<file path="src/rtl/instr_seq_responder.sv">
// -----------------------------------------------------------------------------
// instr_seq_responder
//   Host-side instruction sequencer for the TPU core. The front end loads a
//   DEPTH-entry instruction buffer while the sequencer is idle, then pulses
//   start_execution. The sequencer walks the buffer from address 0 and
//   presents each word to the core controller over a valid/ready handshake.
//   It stops at a HALT opcode, which is not issued, or after the last entry.
//
// Ports
//   clk, rst          system clock, synchronous active-high reset
//   instr_wr_en       buffer write strobe. Honoured only while idle.
//   instr_wr_addr     buffer write address
//   instr_wr_data     instruction word. The opcode is in bits [25:22].
//   start_execution   single-cycle start pulse. Honoured only while idle.
//   issue_valid       issue_instr/issue_pc carry an instruction
//   issue_ready       core controller accepts the instruction
//   issue_instr       instruction being issued
//   issue_pc          buffer address of the issued instruction. Holds the
//                     last accepted address when no instruction is valid.
//   seq_busy          sequencer active (FETCH, ISSUE, FINISH)
//   seq_done          one-cycle pulse at program end
//   issued_count      handshakes completed in the current or last run
//   wr_reject         one-cycle pulse after a write was dropped
// -----------------------------------------------------------------------------
module instr_seq_responder #(
  parameter int           DEPTH       = 32,
  parameter int           ADDR_W      = 5,
  parameter int           DATA_W      = 32,
  parameter logic [3:0]   HALT_OPCODE = 4'hF
) (
  input  logic              clk,
  input  logic              rst,
  input  logic              instr_wr_en,
  input  logic [ADDR_W-1:0] instr_wr_addr,
  input  logic [DATA_W-1:0] instr_wr_data,
  input  logic              start_execution,
  output logic              issue_valid,
  input  logic              issue_ready,
  output logic [DATA_W-1:0] issue_instr,
  output logic [ADDR_W-1:0] issue_pc,
  output logic              seq_busy,
  output logic              seq_done,
  output logic [ADDR_W:0]   issued_count,
  output logic              wr_reject
);

  typedef enum logic [1:0] {S_IDLE, S_FETCH, S_ISSUE, S_FINISH} state_e;

  localparam logic [ADDR_W-1:0] LAST_PC = ADDR_W'(DEPTH - 1);

  state_e            state_q, state_d;
  logic [ADDR_W-1:0] pc_q, pc_d;
  logic [ADDR_W-1:0] last_pc_q, last_pc_d;
  logic [ADDR_W:0]   count_q, count_d;
  logic              wr_reject_q, wr_reject_d;
  logic [DATA_W-1:0] word_q;
  logic [DATA_W-1:0] mem [DEPTH];
  logic              is_halt;

  assign is_halt = (word_q[25:22] == HALT_OPCODE);

  always_comb begin
    state_d     = state_q;
    pc_d        = pc_q;
    last_pc_d   = last_pc_q;
    count_d     = count_q;
    issue_valid = 1'b0;
    wr_reject_d = instr_wr_en && (state_q != S_IDLE);
    case (state_q)
      S_IDLE: begin
        if (start_execution) begin
          state_d   = S_FETCH;
          pc_d      = '0;
          last_pc_d = '0;
          count_d   = '0;
        end
      end
      S_FETCH: state_d = S_ISSUE;
      S_ISSUE: begin
        if (is_halt) begin
          state_d = S_FINISH;
        end else begin
          issue_valid = 1'b1;
          if (issue_ready) begin
            count_d   = count_q + 1'b1;
            last_pc_d = pc_q;
            // The last entry ends the program. The pc never wraps to 0.
            if (pc_q == LAST_PC) begin
              state_d = S_FINISH;
            end else begin
              pc_d    = pc_q + 1'b1;
              state_d = S_FETCH;
            end
          end
        end
      end
      S_FINISH: state_d = S_IDLE;
      default:  state_d = S_IDLE;
    endcase
  end

  always_ff @(posedge clk) begin
    if (rst) begin
      state_q     <= S_IDLE;
      pc_q        <= '0;
      last_pc_q   <= '0;
      count_q     <= '0;
      wr_reject_q <= 1'b0;
    end else begin
      state_q     <= state_d;
      pc_q        <= pc_d;
      last_pc_q   <= last_pc_d;
      count_q     <= count_d;
      wr_reject_q <= wr_reject_d;
    end
  end

  // The buffer and its read register have no reset, so the program survives
  // rst. A write that arrives with start is committed before FETCH reads it.
  always_ff @(posedge clk) begin
    if (instr_wr_en && (state_q == S_IDLE)) begin
      mem[instr_wr_addr] <= instr_wr_data;
    end
    if (state_q == S_FETCH) begin
      word_q <= mem[pc_q];
    end
  end

  // The instruction output is forced to zero when it is not valid. This keeps
  // the unreset read register from ever reaching the port.
  assign issue_instr  = issue_valid ? word_q : '0;
  assign issue_pc     = issue_valid ? pc_q : last_pc_q;
  assign seq_busy     = (state_q != S_IDLE);
  assign seq_done     = (state_q == S_FINISH);
  assign issued_count = count_q;
  assign wr_reject    = wr_reject_q;

endmodule

</file>
<file path="config.mk">
export PLATFORM = sky130hd
export DESIGN_NAME = instr_seq_responder
export DESIGN_NICKNAME = d
export VERILOG_FILES = /design/src/rtl/instr_seq_responder.sv
export SDC_FILE = /design/constraint.sdc
export NUM_CORES = 1
export LEC_CHECK = 0
export BUFFER_PORTS_ARGS = -buffer_cell sky130_fd_sc_hd__clkbuf_2
export CAP_MARGIN = 20
export CORE_MARGIN = 2
export CORE_UTILIZATION = 40
export CTS_CLUSTER_DIAMETER = 100
export DETAILED_ROUTE_END_ITERATION = 12
export SKIP_LAST_GASP = 1
export SLEW_MARGIN = 0
export SYNTH_ARGS = -nofsm -noshare
export SYNTH_HDL_FRONTEND = slang
export SYNTH_SLANG_ARGS = --single-unit
</file>
<file path="constraint.sdc">
create_clock -name clk -period 3.4 [get_ports clk]
set_input_delay 0.34 -clock clk [delete_from_list [all_inputs] [get_ports clk]]
set_output_delay 0.34 -clock clk [all_outputs]
set_load 0.03 [all_outputs]
</file>
==> flow_summary.json, run 1 <==
{
  "status": "finished, final reports clean",
  "drive_above_1_share_pct": 26.9,
  "start_kind": "register",
  "cts.repair.resized": 0,
  "yosysTopAreaCellShare_pct": 77.7,
  "critPathCaptureType": "output pin",
  "crit_arrival_ns": 2.63,
  "ys_seq_area_share_pct": 78.6,
  "clockBufferDepth": 3,
  "drc": 0,
  "regArea_um2": 32100,
  "synth_edf_count": 1056,
  "power.leakage_nw": 14.7,
  "clkSinkCount": 1075,
  "ys_ff_latch": 1075,
  "nets": 2117,
  "clock_skew_ns": 0.0230,
  "min_period_ns": 2.97,
  "layout-area-overhead-vs-synth_pct": 16.3,
  "overflow": 0,
  "drtIter0Drc": 2080,
  "rows": 117,
  "cap_viol_max_count": 0,
  "grt_usage_pct": 19.8,
  "core_um2": 101000,
  "yosysWarnings": 0,
  "r2r_start": "pc_q[1]",
  "reg2reg_slack_ns": 0.74,
  "synthTopCellsByCount": "edfxtp_1, mux4_2, mux2i_1, a22oi_1, buf_2",
  "r2r_cells": 4,
  "critPathRequiredTime_ns": 3.06,
  "ioPinCount": 89,
  "multiInputGateArea_um2": 8430,
  "vdd_drop_max_uv": 366,
  "die_w_um": 323,
  "hold_path_end": "pc_q[1]",
  "drt_pass1_iterations": 5,
  "antenna_found_initial": 6,
  "cts_root_buffer": "clkbuf_16",
  "synth.distinct_cells": 40,
  "whs_ns": 0.147,
  "grt_max_degree": 65,
  "synthTopCellsByArea": "edfxtp_1, mux4_2, mux2i_1",
  "cts_tree": "done",
  "synth_most_common_cell": "edfxtp_1",
  "maxSlewViolCount": 0,
  "postSynthAreaPerCell_um2": 21.6,
  "dieArea_um2": 105000,
  "vias_per_cell": 5.70,
  "crit_start": "word_q[25]",
  "syn-cell-area_um2": 40800,
  "finalSetupTns_ns": 0,
  "r2r-end": "word_q[18]",
  "finalWeightedCongestion": 0.789,
  "grt_pass1_vias": 20787,
  "grt_pass1_wl_mm": 149,
  "async_reset_ff_share_pct": 0,
  "cts_max_level": 3,
  "setup_violations": 0,
  "synthCells": 1891,
  "dp_hpwl_mm": 58.7,
  "worst_pin_slew_ns": 0.917,
  "n_fill_cell": 8250,
  "initial_core_util_pct": 40.2,
  "post_drt_wl_per_cell_um": 28.9,
  "synthFlopType": "edfxtp_1",
  "port_buffers": 88,
  "fmax_mhz": 337,
  "crit_fanout": 22,
  "fp.dieH_um": 323,
  "rsz0062_at_grt": "false",
  "crit_type": "reg2out",
  "hold_violations": 0,
  "relSlewSlack_pct": 38.7,
  "drt_wl_total_mm": 102,
  "period_share_pct": 87.2,
  "vias": 20163,
  "syn-num-nets": 1936,
  "hold_path_depth": 4,
  "hold_path.class": "in2reg",
  "powerDensity_nw_per_um2": 587,
  "post_cts_buffers": 0,
  "ant_nets": 0,
  "cts_inserted_buffers": 110,
  "worstHoldStart": "issue_ready",
  "clock_latency_ns": 0.67,
  "synth_top_cell_by_area": "edfxtp_1",
  "cts_hold_buffers": 4,
  "path_clk_slew_ns": 0.06
}
==> registers in the layout, indices dropped and copies added, names as in the netlist <==
name	flops
mem	1024
word_q	32
issued_count	6
last_pc_q	5
pc_q	5
state_q	2
wr_reject	1
==> through the flow <==
stage               cell area, um^2  std cells  power, mW  setup slack (ns)  utilization, %
floorplan                     40800       1891       15.6             0.475               -
global placement              43800       3324       16.1             0.803            43.2
detailed placement            43800       3324       16.1             0.777            43.2
CTS                           47500       3533       28.0             0.373            46.8
global route                  47500       3534       28.6             0.280            46.8
finish                        47500       3535       27.8             0.434            46.8
==> cell usage in the layout, fill, tap and decap left out, types with 22 or more instances in the layout <==
| cell | Yosys | layout |
|---|---|---|
| mux2i_1 | 132 | 132 |
| mux4_2 | 192 | 192 |
| clkinv_2 | 0 | 31 |
| nor2_4 | 0 | 33 |
| clkbuf_16 | 0 | 113 |
| o22ai_1 | 32 | 32 |
| edfxtp_1 | 1056 | 1056 |
| o221ai_1 | 32 | 32 |
| clkbuf_2 | 1 | 88 |
| and3_1 | 33 | 33 |
| clkinv_1 | 0 | 22 |
| buf_4 | 16 | 49 |
| a22oi_1 | 96 | 96 |
| buf_12 | 0 | 38 |
| a21oi_1 | 43 | 43 |
| a211oi_1 | 32 | 32 |
==> critical path, stage by stage, from the launching register on <==
cell      delay (ns)
edfxtp_1        0.53
nand4_1         0.41
buf_4           0.42
and3_1          0.34
clkbuf_2        0.24
==> how the worst max path moves through the flow <==
stage | end | slack, ns
2_1_floorplan | mem[12][0] | 0.47
3_3_place_gp | word_q[18] | 0.80
3_5_place_dp | word_q[18] | 0.78
4_1_cts | issue_instr[14] | 0.37
5_1_grt | issue_instr[14] | 0.28
6_report | issue_instr[14] | 0.43
==> report_power, final <==
group | switching, mW | internal (mW)
sequential | 0.0662 | 14.7
combinational | 0.714 | 0.373
clock | 4.97 | 7.05
==> logic make-up (layout without fill, tap and decap cells) <==
logic type,after synthesis,count (layout),synth area share (%)
muxes,329,329,14.0
xor gates and xnor gates,2,2,0.0429
AOI/OAI and AO/OA,244,244,4.20
adders and majority gates,3,3,0.0920
other,0,2,0
DFF,1075,1075,78.6
buffers and inverters,113,387,1.44
and+or+nand+nor,125,125,1.65
==> routing by layer <==
layer  global-route usage [%]  wire, um  vias to the layer above
met3                     3.26      6640                      134
li1                         -         -                     8411
met2                     33.5     51800                      712
met4                     4.47      2060                        4
met1                     26.9     41800                    10902
met5                        0        28                        -
==> area by class of cell <==
cell class	instances	share of cell area, %
timing repair buffer	179	3.39
clock buffer	131	6.10
clock inverter	74	1.49
multi-input combinational	703	17.8
inverter	3	0.0237
antenna	2	0.0105
sequential	1075	67.6
tap	1368	3.61
No activity file was read; power rests on OpenSTA's default activity.
==> inputs of run 2 (changes only) <==
--- a/config.mk
+++ b/config.mk
@@ -7,6 +7,7 @@
 export LEC_CHECK = 0
 export BUFFER_PORTS_ARGS = -buffer_cell sky130_fd_sc_hd__clkbuf_2
 export CAP_MARGIN = 20
+export CORE_ASPECT_RATIO = 0.7
 export CORE_MARGIN = 2
 export CORE_UTILIZATION = 40
 export CTS_CLUSTER_DIAMETER = 100
==> run 2 against run 1 <==
Clock power down 10%. Critical endpoint is now issue_instr[4]. Clock skew is 0.0036 ns lower. Critical path depth stayed put. Sequential share of layout area grew 0.93 points. Design area down 1.4%. Final cell count fell by 0.88%. Total power fell by 4.3%. Wire length grew 2.3%. Via count grew 1.0%. Core utilization down 0.73 points. Sequential cell count unchanged. Die area about the same.
==> flow_summary.json, run 2 (synthesized netlist as in run 1, its figures left out) <==
{
  "core_um2": 102000,
  "vias_per_cell": 5.81,
  "overflow": 0,
  "crit_fanout": 25,
  "regArea_um2": 32100,
  "place_ws_ns": 0.723,
  "setup_violations": 0,
  "dieArea_um2": 105000,
  "nets": 2117,
  "reg2reg_slack_ns": 0.70,
  "critPathRequiredTime_ns": 3.06,
  "crit_arrival_ns": 2.78,
  "vdd_drop_max_uv": 426,
  "grt_usage_pct": 20.1,
  "drt_pass1_iterations": 5,
  "rows": 98,
  "antenna_found_initial": 3,
  "cpPeakStageDelay_ns": 0.81,
  "power.leakage_nw": 14.4,
  "port_buffers": 88,
  "cts_inserted_buffers": 101,
  "hold_violations": 0,
  "drc": 0,
  "dp.cells": 3315,
  "period_share_pct": 91.7,
  "grt_pass1_vias": 20651,
  "layout-area-overhead-vs-synth_pct": 14.7,
  "rsz0062_at_grt": "false",
  "design_area_um2": 46800,
  "path_cells": "nor2b_4 > buf_4 > and3_1 > clkbuf_2",
  "drt_wl_total_mm": 105,
  "initial_core_util_pct": 40.2,
  "dp_hpwl_mm": 58.9,
  "final_common_cell": "edfxtp_1",
  "cts_tree": "done",
  "ant_nets": 0,
  "grt_max_degree": 70,
  "dpl_cell_area_um2": 43600,
  "fmax_mhz": 321,
  "clockBufferDepth": 3,
  "status": "finished, final reports clean",
  "grt_pass1_wl_mm": 150,
  "p_switching_mw": 5.59,
  "drive_above_1_share_pct": 26.3,
  "min_period_ns": 3.12,
  "comb_power_share_pct": 4.1,
  "multiInputGateArea_um2": 8430,
  "cts_max_level": 3,
  "drtIter0Drc": 2066,
  "cp_slowest_cell": "nor2b_4",
  "clock_latency_ns": 0.70,
  "cts_root_buffer": "clkbuf_16",
  "path_clk_slew_ns": 0.06,
  "clkPwrFrac_pct": 40.6,
  "n_fill_cell": 8381,
  "final_cell_mix": "edfxtp_1, mux4_2, mux2i_1",
  "post_drt_wl_per_cell_um": 29.9,
  "fin_ws_ns": 0.282,
  "finalSetupTns_ns": 0,
  "cp.buffers_inverters": 2,
  "cap_viol_max_count": 0,
  "maxSlewViolCount": 0,
  "p_seq_share_pct": 55.3,
  "largest_register": "mem",
  "vias": 20370,
  "clkSinkCount": 1075,
  "fp.dieH_um": 271,
  "largest_register_ffs": 1024,
  "powerDensity_nw_per_um2": 569,
  "critPathCaptureType": "output pin",
  "p_int_mw": 21.1,
  "final_cells": 3504,
  "netSwitchingFraction_pct": 20.9,
  "ioPinCount": 89,
  "worst_pin_slew_ns": 0.989,
  "relSlewSlack_pct": 34.0,
  "cpLargestDelayFamily": "simple AND/OR/NAND/NOR gates",
  "finalWeightedCongestion": 0.775,
  "clock_skew_ns": 0.0194,
  "power_mw": 26.7,
  "die_w_um": 386,
  "post_cts_buffers": 0,
  "start_kind": "register",
  "crit_type": "reg2out",
  "hold_path.class": "in2reg"
}
## run 2: layout make-up
class,instances,area share [%]
Sequential cell,1075,68.6
Clock inverter,60,0.991
Antenna cell,2,0.0107
Tap cell,1350,3.61
Inverter,3,0.0240
Timing Repair Buffer,188,3.10
Multi-Input combinational cell,703,18.0
Clock buffer,123,5.71
## run 2: metal layers
metal  track usage (%)  vias to the layer above  part of all wire [%]  wire, um
met4              4.72                        0                   1.7      1740
li1                  -                     8403                     -         -
met5                 0                        -                     0         0
met1              29.7                    11052                    44     45900
met2              31.6                      787                    48     49700
met3              3.11                      128                   7.0      7290
## run 2: worst paths after layout
path,start,endpoint,depth (start not counted)
hold / removal,issue_ready,pc_q[1],4
setup reg to reg,pc_q[0],word_q[6],4
hold reg to reg,last_pc_q[4],last_pc_q[4],2
setup / recovery,state_q[1],issue_instr[4],4
## run 2: repair_timing
item                                   in CTS  in global routing
hold buffers                                4                  0
endpoints found under the hold margin       7                  0
gates resized for setup                     0                  0
## run 2: per-stage QoR
step,hold WS (ns),utilization [%]
floorplan,0.409,-
global placement,0.437,42.9
detailed placement,0.462,42.9
CTS,0.0483,46.1
global route,0.0892,46.1
finish,0.0950,46.1
## run 2: tightest hold or removal path, cell delays in order
cell and delay [ns]:
clkbuf_2 0.11, nor2b_1 0.17, nand3_1 0.08, a21oi_1 0.05
## run 2: power by group through the flow
stage | clock, mW | sequential (mW) | combinational, mW
final | 10.8 | 14.7 | 1.09
after global routing | 11.6 | 14.7 | 1.17
after CTS | 11.0 | 14.7 | 1.10
after detailed placement | 0 | 15.0 | 1.10
after global placement | 0 | 15.0 | 1.07
after floorplan | 0 | 15.0 | 0.602
